### config.mk
export PLATFORM = sky130hd
export DESIGN_NAME = tdm_voice_alloc
export DESIGN_NICKNAME = d
export VERILOG_FILES = /design/src/rtl/synth_pkg.sv /design/src/rtl/voice_lru.sv /design/src/rtl/tdm_voice_alloc.sv
export SDC_FILE = /design/constraint.sdc
export NUM_CORES = 1
export LEC_CHECK = 0
export CAP_MARGIN = 20
export CORE_MARGIN = 3
export CORE_UTILIZATION = 45
export DETAILED_ROUTE_END_ITERATION = 7
export GPL_ROUTABILITY_DRIVEN = 0
export PLACE_DENSITY = 0.59
export SETUP_SLACK_MARGIN = 0.4
export SYNTH_ARGS = -nofsm -noshare
export SYNTH_HDL_FRONTEND = slang
export SYNTH_SLANG_ARGS = --single-unit
### constraint.sdc
create_clock -name sys_clk -period 24 [get_ports sys_clk]
set_clock_uncertainty 0.1 [all_clocks]
set_input_delay 2.4 -clock sys_clk [delete_from_list [all_inputs] [get_ports sys_clk]]
set_output_delay 2.4 -clock sys_clk [all_outputs]
set_load 0.01 [all_outputs]
### src/rtl/synth_pkg.sv
// synth_pkg: shared FSM state type, MIDI note width and slot-width helper for the voice allocator.
package synth_pkg;
  typedef enum logic [1:0] {IDLE, SCAN, COMMIT} state_t;
  localparam int NOTE_W = 7;
  function automatic int clog2(input int n);
    int r;
    r = 0;
    for (int i = 0; i < 31; i++) if ((1 << i) < n) r = i + 1;
    return r;
  endfunction
endpackage

### src/rtl/voice_lru.sv
// voice_lru: age permutation per voice (0 = newest); reports the oldest voice index.
module voice_lru
  import synth_pkg::*;
#(
  parameter int NUM_VOICES = 4,
  localparam int SW = clog2(NUM_VOICES)
) (
  input  logic          clk,
  input  logic          rst_n,
  input  logic          alloc,
  input  logic [SW-1:0] alloc_idx,
  output logic [SW-1:0] oldest
);
  logic [SW-1:0] age [NUM_VOICES];
  always_ff @(posedge clk or negedge rst_n) begin
    if (!rst_n) begin
      for (int i = 0; i < NUM_VOICES; i++) age[i] <= SW'(i);
    end else if (alloc) begin
      for (int i = 0; i < NUM_VOICES; i++)
        age[i] <= (SW'(i) == alloc_idx) ? '0 : (age[i] < age[alloc_idx]) ? age[i] + 1'b1 : age[i];
    end
  end
  always_comb begin
    oldest = '0;
    for (int i = 0; i < NUM_VOICES; i++) if (age[i] == SW'(NUM_VOICES - 1)) oldest = SW'(i);
  end
endmodule

### src/rtl/tdm_voice_alloc.sv
// tdm_voice_alloc: TDM phase-accumulator voice bank with a scanning note allocator.
// Define VOICE_STEAL_EN to steal the oldest voice when the pool is full instead of dropping the note.
module tdm_voice_alloc
  import synth_pkg::*;
#(
  parameter int NUM_VOICES = 4,
  parameter int ACC_W = 24,
  parameter int INC_W = 16,
  parameter int ADDR_W = 8,
  parameter int WAVE_W = 2,
  localparam int SW = clog2(NUM_VOICES)
) (
  input  logic                  sys_clk,
  input  logic                  sys_rst_n,
  input  logic                  note_on_stb,
  input  logic                  note_off_stb,
  input  logic [NOTE_W-1:0]     note_num,
  input  logic [INC_W-1:0]      note_inc,
  input  logic [WAVE_W-1:0]     note_wave,
  output logic                  cmd_ready,
  output logic                  drop_stb,
  output logic [NUM_VOICES-1:0] voices_active,
  output logic [SW-1:0]         tdm_voice_num,
  output logic [ADDR_W-1:0]     tdm_addr,
  output logic [WAVE_W-1:0]     tdm_wavesel,
  output logic                  tdm_voice_en,
  output logic                  tdm_frame_start
);
  logic rst_n;
  state_t state, state_d;
  logic [SW-1:0] slot, scan_idx, hit_idx, free_idx, oldest, tgt;
  logic hit, free, cmd_on, tgt_ok, alloc, off, commit;
  logic [NOTE_W-1:0] cmd_note;
  logic [INC_W-1:0] cmd_inc;
  logic [WAVE_W-1:0] cmd_wave;
  logic [NUM_VOICES-1:0] active;
  logic [ACC_W-1:0] acc [NUM_VOICES];
  logic [INC_W-1:0] inc [NUM_VOICES];
  logic [WAVE_W-1:0] wave [NUM_VOICES];
  logic [NOTE_W-1:0] note [NUM_VOICES];
  logic [ACC_W-1:0] upd;
  always_ff @(posedge sys_clk or negedge sys_rst_n) begin
    if (!sys_rst_n) rst_n <= 1'b0;
    else rst_n <= 1'b1;
  end
  always_ff @(posedge sys_clk or negedge rst_n) begin
    if (!rst_n) state <= IDLE;
    else state <= state_d;
  end
  always_comb begin
    state_d = state;
    unique case (state)
      IDLE:    if (note_on_stb || note_off_stb) state_d = SCAN;
      SCAN:    if (scan_idx == SW'(NUM_VOICES - 1)) state_d = COMMIT;
      default: state_d = IDLE;
    endcase
  end
  assign cmd_ready = (state == IDLE);
  assign commit = (state == COMMIT);
  assign tgt = hit ? hit_idx : free ? free_idx : oldest;
`ifdef VOICE_STEAL_EN
  assign tgt_ok = 1'b1;
  assign drop_stb = 1'b0;
`else
  assign tgt_ok = hit || free;
  assign drop_stb = commit && cmd_on && !tgt_ok;
`endif
  assign alloc = commit && cmd_on && tgt_ok;
  assign off = commit && !cmd_on && hit;
  always_ff @(posedge sys_clk or negedge rst_n) begin
    if (!rst_n) begin
      scan_idx <= '0;
      hit <= 1'b0;
      hit_idx <= '0;
      free <= 1'b0;
      free_idx <= '0;
      cmd_on <= 1'b0;
      cmd_note <= '0;
      cmd_inc <= '0;
      cmd_wave <= '0;
    end else if (state == IDLE) begin
      if (note_on_stb || note_off_stb) begin
        cmd_on <= note_on_stb;
        cmd_note <= note_num;
        cmd_inc <= note_inc;
        cmd_wave <= note_wave;
        scan_idx <= '0;
        hit <= 1'b0;
        free <= 1'b0;
      end
    end else if (state == SCAN) begin
      scan_idx <= scan_idx + 1'b1;
      if (active[scan_idx] && note[scan_idx] == cmd_note && !hit) begin
        hit <= 1'b1;
        hit_idx <= scan_idx;
      end
      if (!active[scan_idx] && !free) begin
        free <= 1'b1;
        free_idx <= scan_idx;
      end
    end
  end
  assign upd = active[slot] ? acc[slot] + ACC_W'(inc[slot]) : '0;
  // the allocation write comes last so it wins over this cycle's slot update
  always_ff @(posedge sys_clk or negedge rst_n) begin
    if (!rst_n) begin
      slot <= '0;
      active <= '0;
      for (int i = 0; i < NUM_VOICES; i++) begin
        acc[i] <= '0;
        inc[i] <= '0;
        wave[i] <= '0;
        note[i] <= '0;
      end
    end else begin
      slot <= slot + 1'b1;
      acc[slot] <= upd;
      if (off) active[hit_idx] <= 1'b0;
      if (alloc) begin
        active[tgt] <= 1'b1;
        acc[tgt] <= '0;
        inc[tgt] <= cmd_inc;
        wave[tgt] <= cmd_wave;
        note[tgt] <= cmd_note;
      end
    end
  end
  always_ff @(posedge sys_clk or negedge rst_n) begin
    if (!rst_n) begin
      tdm_voice_num <= '0;
      tdm_addr <= '0;
      tdm_wavesel <= '0;
      tdm_voice_en <= 1'b0;
      tdm_frame_start <= 1'b0;
    end else begin
      tdm_voice_num <= slot;
      tdm_addr <= upd[ACC_W-1 -: ADDR_W];
      tdm_wavesel <= wave[slot];
      tdm_voice_en <= active[slot];
      tdm_frame_start <= (slot == '0);
    end
  end
  assign voices_active = active;
  voice_lru #(.NUM_VOICES(NUM_VOICES)) u_lru (
    .clk(sys_clk),
    .rst_n(rst_n),
    .alloc(alloc),
    .alloc_idx(tgt),
    .oldest(oldest)
  );
endmodule
# [Word-level counts from Yosys, hierarchy flattened]
# Index checks and enable logic that the tools add are counted.
[totals] input_bits=29 ff_bits=261 word_cells=188
[op_classes] mux=67 n_addsub=7 reduce_logical=40 eq_ne=12 bitwise_logic=9 n_lt_le_gt_ge=15
[op_table] operator="24-bit two-way mux" count=5
[op_table] operator="96-bit bitwise AND" count=1
[op_table] operator="96-bit bitwise mux" count=1
[op_table] operator="24-bit demux with 2-bit select" count=2
[op_table] operator="96-bit two-way mux" count=1
[op_table] operator="96-bit NOT" count=1
[op_table] operator="64-bit bitwise mux" count=1
[op_table] operator="24-bit binary-select mux with 2-bit select" count=1
[op_table] operator="16-bit two-way mux" count=3
[op_table] operator="2-bit two-way mux" count=22
[op_table] operator="16-bit binary-select mux with 2-bit select" count=1
[op_table] operator="16-bit demux with 2-bit select" count=1
[op_table] operator="28-bit bitwise mux" count=1
[op_table] operator="24-bit by 16-bit adder with 24-bit output" count=1
[op_table] operator="7-bit two-way mux" count=3
[op_table] operator="7-bit binary-select mux with 2-bit select" count=1
[op_table] operator="7-bit demux with 2-bit select" count=1
[op_table] operator="2-bit AND reduction" count=7
[op_table] operator="2-bit nonzero test" count=7
[op_table] operator="2-bit by 1-bit adder with 2-bit output (second input constant)" count=6
[op_table] operator="1-bit logical AND" count=12
[op_table] operator="2-bit by 3-bit < comparator with 1-bit output (second input constant)" count=4
[op_table] operator="1-bit two-way mux" count=12
[op_table] operator="3-bit AND reduction" count=4
[op_table] operator="other kinds (26)" count=51

# [Logic depth before layout (Yosys ltp)]
# Gate-level depths: netlist of run 1.
[logic_depth] word_depth=14 mapped_depth=13 depth_no_buf=11

# [Modules after synthesis]
# A second synthesis of run 1 with hierarchy kept.
[hier_totals] hier_cells=1451 area_unflattened_um2=14077.3
[by_module_without_submodules] mod="tdm_voice_alloc" n_inst=1 area_each_um2=13287.7 cells_each=1369 seq_area_each_um2=6331.1
[by_module_without_submodules] mod="voice_lru" n_inst=1 area_each_um2=789.5 cells_each=82 seq_area_each_um2=205.2

# [Worst setup path before layout of run 1]
# OpenSTA, ideal clock, no wires.
[synth_timing] path_type="reg2reg" startpoint="register slot[0]" endpoint="register acc[18] (netlist bit)" t_arrival_ns=3.569 slack_ns=20.254 stages_incl_launch_ff=12 path_buffers=3 cell_sequence="dfrtp_1 buf_6 buf_2 buf_2 mux4_2 fa_1 a211oi_2 o21bai_2 a2111oi_4 nor2_1 o311a_4 a21oi_1"
[synth_via] elab_chain_len=9 elab_cells_between_ends=19 cone_classes="add/sub (1); order compare (2); mux (13); bitwise (2); reduce/logical (1)"
[synth_lines] element="from (decl)" line="tdm_voice_alloc.sv:31" text="logic [SW-1:0] slot, scan_idx, hit_idx, free_idx, oldest, tgt;"
[synth_lines] element="from (signal assigned)" line="tdm_voice_alloc.sv:116" text="slot <= slot + 1'b1;"
[synth_lines] element="2-bit NOT with 3-bit output (not written as such)" line="tdm_voice_alloc.sv:103, tdm_voice_alloc.sv:117"
[synth_lines] element="24-bit binary-select mux with 2-bit select / 16-bit binary-select mux with 2-bit select (equally long branches)" line="tdm_voice_alloc.sv:103" text="assign upd = active[slot] ? acc[slot] + ACC_W'(inc[slot]) : '0;"
[synth_lines] element="24-bit two-way mux (not written as such) / 16-bit two-way mux (equally long branches) (2 in a row)" line="tdm_voice_alloc.sv:103"
[synth_lines] element="24-bit by 16-bit adder with 24-bit output" line="tdm_voice_alloc.sv:103"
[synth_lines] element="24-bit two-way mux" line="tdm_voice_alloc.sv:103"
[synth_lines] element="96-bit bitwise mux (*)" line="tdm_voice_alloc.sv:117" text="acc[slot] <= upd;"
[synth_lines] element="96-bit bitwise AND (no line)"
[synth_lines] element="96-bit two-way mux (*)" line="tdm_voice_alloc.sv:119" text="if (alloc) begin"
[synth_lines] element="to (signal, indexed assignment)" line="tdm_voice_alloc.sv:117"
[synth_lines] element="to (decl)" line="tdm_voice_alloc.sv:37" text="logic [ACC_W-1:0] acc [NUM_VOICES];"
# Every way passes the cells marked *; elsewhere a longest branch is shown, timed or not. The select of a mux whose other input is x is not followed.
# A chain may end at the register's enable or synchronous reset.

# [Final worst setup path of run 1]
[layout_timing] startpoint="register state[0]" endpoint="output drop_stb"
[layout_via] elab_chain_len=3
[layout_lines] element="from (decl)" line="tdm_voice_alloc.sv:30" text="state_t state, state_d;"
[layout_lines] element="from (signal assigned)" line="tdm_voice_alloc.sv:48" text="else state <= state_d;"
[layout_lines] element="2-bit == test" line="tdm_voice_alloc.sv:59" text="assign commit = (state == COMMIT);"
[layout_lines] element="1-bit logical AND (2 in a row)" line="tdm_voice_alloc.sv:66" text="assign drop_stb = commit && cmd_on && !tgt_ok;"
[layout_lines] element="to (decl)" line="tdm_voice_alloc.sv:21" text="output logic drop_stb,"
# No other way between the ends.

==> results of run 1 <==
==> through the flow <==
step	worst slack, ps	hold slack [ps]	power [mW]	utilization
3_5_place_dp	19570	188	0.926	0.486
4_1_cts	19510	196	1.46	0.526
3_3_place_gp	19590	191	0.919	0.486
5_1_grt	19300	213	1.53	0.527
6_report	19550	166	1.45	0.527
2_1_floorplan	16060	296	0.828	-
==> report_power, final <==
| group | switching (mW) | total (mW) | internal, mW | leakage, nW |
|---|---|---|---|---|
| Clock | 0.192 | 0.526 | 0.334 | 0.572 |
| Sequential | 0.0868 | 0.622 | 0.535 | 3.54 |
| Combinational | 0.174 | 0.299 | 0.126 | 3.18 |
| Total | 0.452 | 1.45 | 0.995 | 7.29 |
==> kinds of logic (layout without fill, tap and decap cells) <==
family / after synthesis / in the layout / share of synthesized area
AND/OR/NAND/NOR: 670 / 670 / 0.227
flip-flops: 261 / 261 / 0.495
AO/OA/AOI/OAI: 150 / 150 / 0.0783
multiplexers: 106 / 106 / 0.130
buffers and inverters: 92 / 138 / 0.0303
adder cells (fa/ha/maj): 29 / 29 / 0.0280
XOR/XNOR: 18 / 18 / 0.0119
other: 1 / 1 / 0.000284
==> layout by cell type (no fill, tap or decap), drive strengths merged, types with 7 or more instances in the layout <==
cell type	n
nor3	11
inv	16
xnor2	12
o21ai	49
dfrtp	257
clkbuf	42
and2	10
buf	19
a21o	10
a21oi	44
mux4	51
mux2i	50
nand2b	19
nand4	27
bufinv	7
nand2	422
nand3	39
nor2	88
clkdlybuf4s50	48
ha	28
o211ai	7
nand3b	25
==> critical path: cells and delay by family (launching register included) <==
kind,cells,cell delay (ps)
buffers and inverters,1,570
flip-flops,1,400
AND/OR/NAND/NOR,2,410
==> layer usage <==
layer,track usage,up-vias,share of wire
met5,0,-,0
met4,0.0481,0,0.020
met3,0.0252,50,0.042
met2,0.349,210,0.47
met1,0.312,4828,0.47
li1,-,4597,-
==> sequential cells by signal, indices dropped and copies added, names as in the netlist, 4 cells and up <==
name	count
u_lru.age	8
wave	8
acc	96
cmd_note	7
inc	64
cmd_inc	16
tdm_addr	8
voices_active	4
note	28
==> final timing paths <==
path                       cells after the start         end  startpoint
max                                            3    drop_stb    state[0]
min in group sys_clk                           2     wave[4]     wave[4]
max reg2reg                                   11     acc[46]     slot[0]
max in group asynchronous                      2     slot[0]       rst_n
min                                            0  cmd_inc[7]       rst_n
min reg2reg                                    0  cmd_inc[7]       rst_n
==> final cells by class <==
type | instances | area (µm²) | area share
Clock buffer | 42 | 887 | 0.0584
Clock inverter | 15 | 274 | 0.0180
Inverter | 14 | 52.6 | 0.00346
Multi-Input combinational cell | 974 | 6320 | 0.416
Sequential cell | 261 | 6550 | 0.431
Tap cell | 384 | 480 | 0.0316
Timing Repair Buffer | 67 | 643 | 0.0423
==> results.yml, run 1 <==
logic_synthesis:
  ys_types: 82
  ys_ff_latch: 261
  netlist_area_mm2: 0.0132
  yosysSeqAreaShare: 0.495
  ys.flop_type: "dfrtp_1"
  synth.avg_cell_area_um2: 9.96
  synth_enable_flop_cells: 0
  ys_top_cells_by_area: "dfrtp_1, nand2_1, mux4_2"
  yosysTopAreaCellShare: 0.487
  yosys-top-cells-count: "nand2_1, dfrtp_1, nor2_1"
  yosysMostFrequentCell: "nand2_1"
  async_flop_share: 1.00
  synthCells: 1327
  synth_top_area_cell: "dfrtp_1"
  synth.net_count: 1385
  yosys_warnings: 0
sta:
  setup_tns_ps: 0
  period_minus_slack_ps: 4450
  final_max_slew_viol_count: 0
  clock.fmax_mhz: 225
  fin_crit_sh: 0.185
  worst_pin_slew_ps: 969
  setup_viol_count_final: 0
  slew_headroom: 0.354
  rsz0062_at_grt: "no"
  hold_violations: 0
global_routing:
  grt_usage: 0.215
  grt_overflow_total: 0
  grt_max_degree: 169
  antenna_found_initial: 0
  grt_pass1_wl_um: 53700
  first_global_vias: 9889
final_layout:
  postLayoutCellArea_mm2: 0.0152
  num_antenna_cells: 0
  nets: 1407
  area_growth_pct: 15.0
  nFillCells: 2602
  drive_gt1_frac: 0.125
  fin_cells: 1757
run:
  drv_cap: 0
place:
  port_buffers: 48
  dpl.cell_count: 1699
  hpwl_um: 19100
  place_area_mm2: 0.0140
hold_path:
  holdCritPathClass: "flop to async pin"
clocking:
  insertion_delay_ps: 570
  tritoncts: "done"
  numCtsBuffers: 31
  cts_root_buf: "clkbuf_16"
  path_clk_slew_ps: 60
  h-tree-depth: 1
  postCtsResizedCells: 0
  cts.sinks: 261
  cts_setup_buffers: 0
  cts_max_path_buffers: 3
  hold_buffers: 0
worst_setup_path:
  rrSetupSlack_ps: 19640
  setup.worst_path.start_class: "flop"
  arrival_ps: 1950
  crit_type: "flop to primary output"
  worstPathCellList: "nand3b_1 -> nor3_1 -> clkdlybuf4s50_1"
  cp.required_ps: 21500
  crit_path_end_kind: "primary output"
  slowest_stage: "clkdlybuf4s50_1"
  critPathMaxStageDelay_ps: 570
  critPathMaxFanout: 5
routing:
  dr_total_vias: 9685
  drc: 0
  wl_per_cell_um: 18.7
  viasPerCell: 5.51
  drtIter0Drc: 547
  first_pass_iters: 5
  antenna_left: 0
  drt-total-wl_um: 32800
die:
  start_util: 0.458
  io_pins: 49
  die_h_um: 177
  die_w_um: 177
  die_area_mm2: 0.0315
  coreArea_mm2: 0.0289
  num_rows: 62
pwr:
  vdd_drop_max_mv: 0.0843
  power_density_mw_per_mm2: 95.2
  p_leak_nw: 7.29
status:
  status: "finished, final reports clean"
(Power assumes the default switching activity.)
==> inputs of run 2 (changes only) <==
--- a/config.mk
+++ b/config.mk
@@ -10,7 +10,7 @@
 export CORE_UTILIZATION = 45
 export DETAILED_ROUTE_END_ITERATION = 7
 export GPL_ROUTABILITY_DRIVEN = 0
-export PLACE_DENSITY = 0.59
+export PLACE_DENSITY = 0.61
 export SETUP_SLACK_MARGIN = 0.4
 export SYNTH_ARGS = -nofsm -noshare
 export SYNTH_HDL_FRONTEND = slang
==> constraint.sdc (replaced) <==
create_clock -name sys_clk -period 4 [get_ports sys_clk]
set_clock_uncertainty 0.1 [all_clocks]
set_input_delay 0.4 -clock sys_clk [delete_from_list [all_inputs] [get_ports sys_clk]]
set_output_delay 0.4 -clock sys_clk [all_outputs]
set_load 0.01 [all_outputs]
==> run 2 against run 1 <==
  * Die area unchanged
  * Critical path type is now flop to flop
  * Combinational power rose to 6.4 times the previous value
  * Global-route usage is essentially flat
  * Worst setup slack got worse by 19000 ps
  * Register-to-register slack worse by 19000 ps
  * Sequential cell count did not move
  * Largest power group unchanged
  * Clock-buffer cell count down 3
  * Sequential power rose to 6.0 times the previous value
  * Highest routed layer unchanged
  * Clock power rose to 5.4 times the previous value
  * Critical path depth is 9 higher
  * Worst hold slack gained 96 ps
  * First-iteration DRC count is 41% higher
==> results.yml, run 2 (synthesis gave the netlist of run 1 again) <==
global_routing:
  grt_pass1_wl_um: 54200
  first_global_vias: 9979
  grt_max_degree: 67
  grt_usage: 0.215
  antenna_found_initial: 0
  grt_overflow_total: 0
die:
  start_util: 0.458
  io_pins: 49
  num_rows: 62
  coreArea_mm2: 0.0289
  die_area_mm2: 0.0315
  die_w_um: 177
  die_h_um: 177
clocking:
  cts_root_buf: "clkbuf_16"
  numCtsBuffers: 29
  cts_max_path_buffers: 3
  insertion_delay_ps: 560
  path_clk_slew_ps: 60
  cts.sinks: 261
  tritoncts: "done"
  h-tree-depth: 1
final_layout:
  top_regs: "acc (96), inc (64), note (28)"
  nets: 1439
  num_antenna_cells: 0
  area_growth_pct: 18.2
  layout_commonest_cell: "nand2_1"
  layout_common_cells: "nand2_1, dfrtp_1, nor2_1, mux2i_1, mux4_2"
  drive_gt1_frac: 0.155
  top_register: "acc"
  largest_register_ffs: 96
worst_setup_path:
  crit_buf_inv: 3
  cp.required_ps: 4370
  crit_path_end_kind: "flop"
  critPathMaxStageDelay_ps: 480
  setup.worst_path.start_class: "flop"
  crit_family: "compound AO/OA/AOI/OAI gates"
  crit_type: "flop to flop"
  crit_path_frequent_cell: "buf_4"
  arrival_ps: 3890
  worstPathCellList: "buf_12 -> buf_4 -> mux4_2 -> fa_2 -> a211oi_4 -> o21bai_4 -> a2111oi_4 -> buf_4 -> o31a_2 -> o21a_4 -> o211ai_1 -> a21oi_1"
  slowest_stage: "dfrtp_4"
  critPathMaxFanout: 6
routing:
  drt-total-wl_um: 33500
  antenna_left: 0
  dr_wl_met2_um: 15800
  dr_total_vias: 9775
  met1_length_um: 15900
  drtIter0Drc: 772
  drc: 0
  dr.max_layer_used: "met4"
  wl_per_cell_um: 18.8
  viasPerCell: 5.47
  first_pass_iters: 5
  route.met3.wl_um: 1410
pwr:
  p_total_mw: 8.51
  power_density_mw_per_mm2: 545
  vdd_drop_max_mv: 0.525
  p_leak_nw: 7.39
sta:
  setup_tns_ps: 0
  clock.fmax_mhz: 284
  worst_pin_slew_ps: 953
  setup_viol_count_final: 0
  rsz0062_at_grt: "yes"
  slew_headroom: 0.363
  hold_violations: 0
  final_max_slew_viol_count: 0
  period_minus_slack_ps: 3520
  fin_crit_sh: 0.879
place:
  port_buffers: 48
  hpwl_um: 21100
status:
  status: "finished, final reports clean"
hold_path:
  holdCritPathClass: "input pin to flop"
run:
  drv_cap: 0
## run 2: what timing repair did
action,in CTS,in global routing
resized for setup,1,39
endpoints found under the setup margin,32,55
buffers inserted,3,12
hold buffers,1,0
hold endpoints to repair,1,0
pin swaps,1,15
cloned,0,1
## run 2: worst min-delay path: stages
cell and delay (ps):
clkdlybuf4s50_1 390, nand2_1 50, nand2_1 40
## run 2: metal layers
metal	track usage	vias up
met5	0	-
met4	0.0347	0
met3	0.0278	31
met2	0.350	207
met1	0.317	4885
li1	-	4652
## run 2: path summary, 6_finish.rpt
check	cells after the start	startpoint	slack [ps]	end
max in group asynchronous	1	rst_n	2450	u_lru.age[4]
worst min register to register	0	rst_n	360	cmd_inc[9]
worst min-delay path	3	note_num[0]	260	cmd_note[0]
worst max register to register	12	slot[0]	480	acc[44]
worst max-delay path	12	slot[0]	480	acc[44]
min in group asynchronous	0	rst_n	360	cmd_inc[9]
## run 2: final cells by class
| type | instances | area, µm² |
|---|---|---|
| Clock inverter | 14 | 215 |
| Tap cell | 384 | 480 |
| Multi-Input combinational cell | 974 | 6510 |
| Inverter | 14 | 52.6 |
| Fill cell | 2595 | 13200 |
| Clock buffer | 39 | 803 |
| Sequential cell | 261 | 6550 |
| Timing Repair Buffer | 101 | 1010 |
## run 2: report_power, final
part | switching (mW) | total, mW | leakage [nW] | internal, mW
combinational | 1.08 | 1.91 | 3.35 | 0.829
clock | 1.11 | 2.85 | 0.497 | 1.73
sequential | 0.544 | 3.75 | 3.54 | 3.21
total | 2.74 | 8.51 | 7.39 | 5.77
## run 2: per-stage QoR
stage	util	instance area [µm²]	worst slack, ps	hold slack [ps]	instances
6_report	0.541	15600	485	262	1787
5_1_grt	0.541	15600	352	250	1787
4_1_cts	0.529	15300	407	236	1773
3_5_place_dp	0.492	14200	313	357	1716
3_3_place_gp	0.492	14200	401	351	1716
2_1_floorplan	-	13200	401	4.43	1327
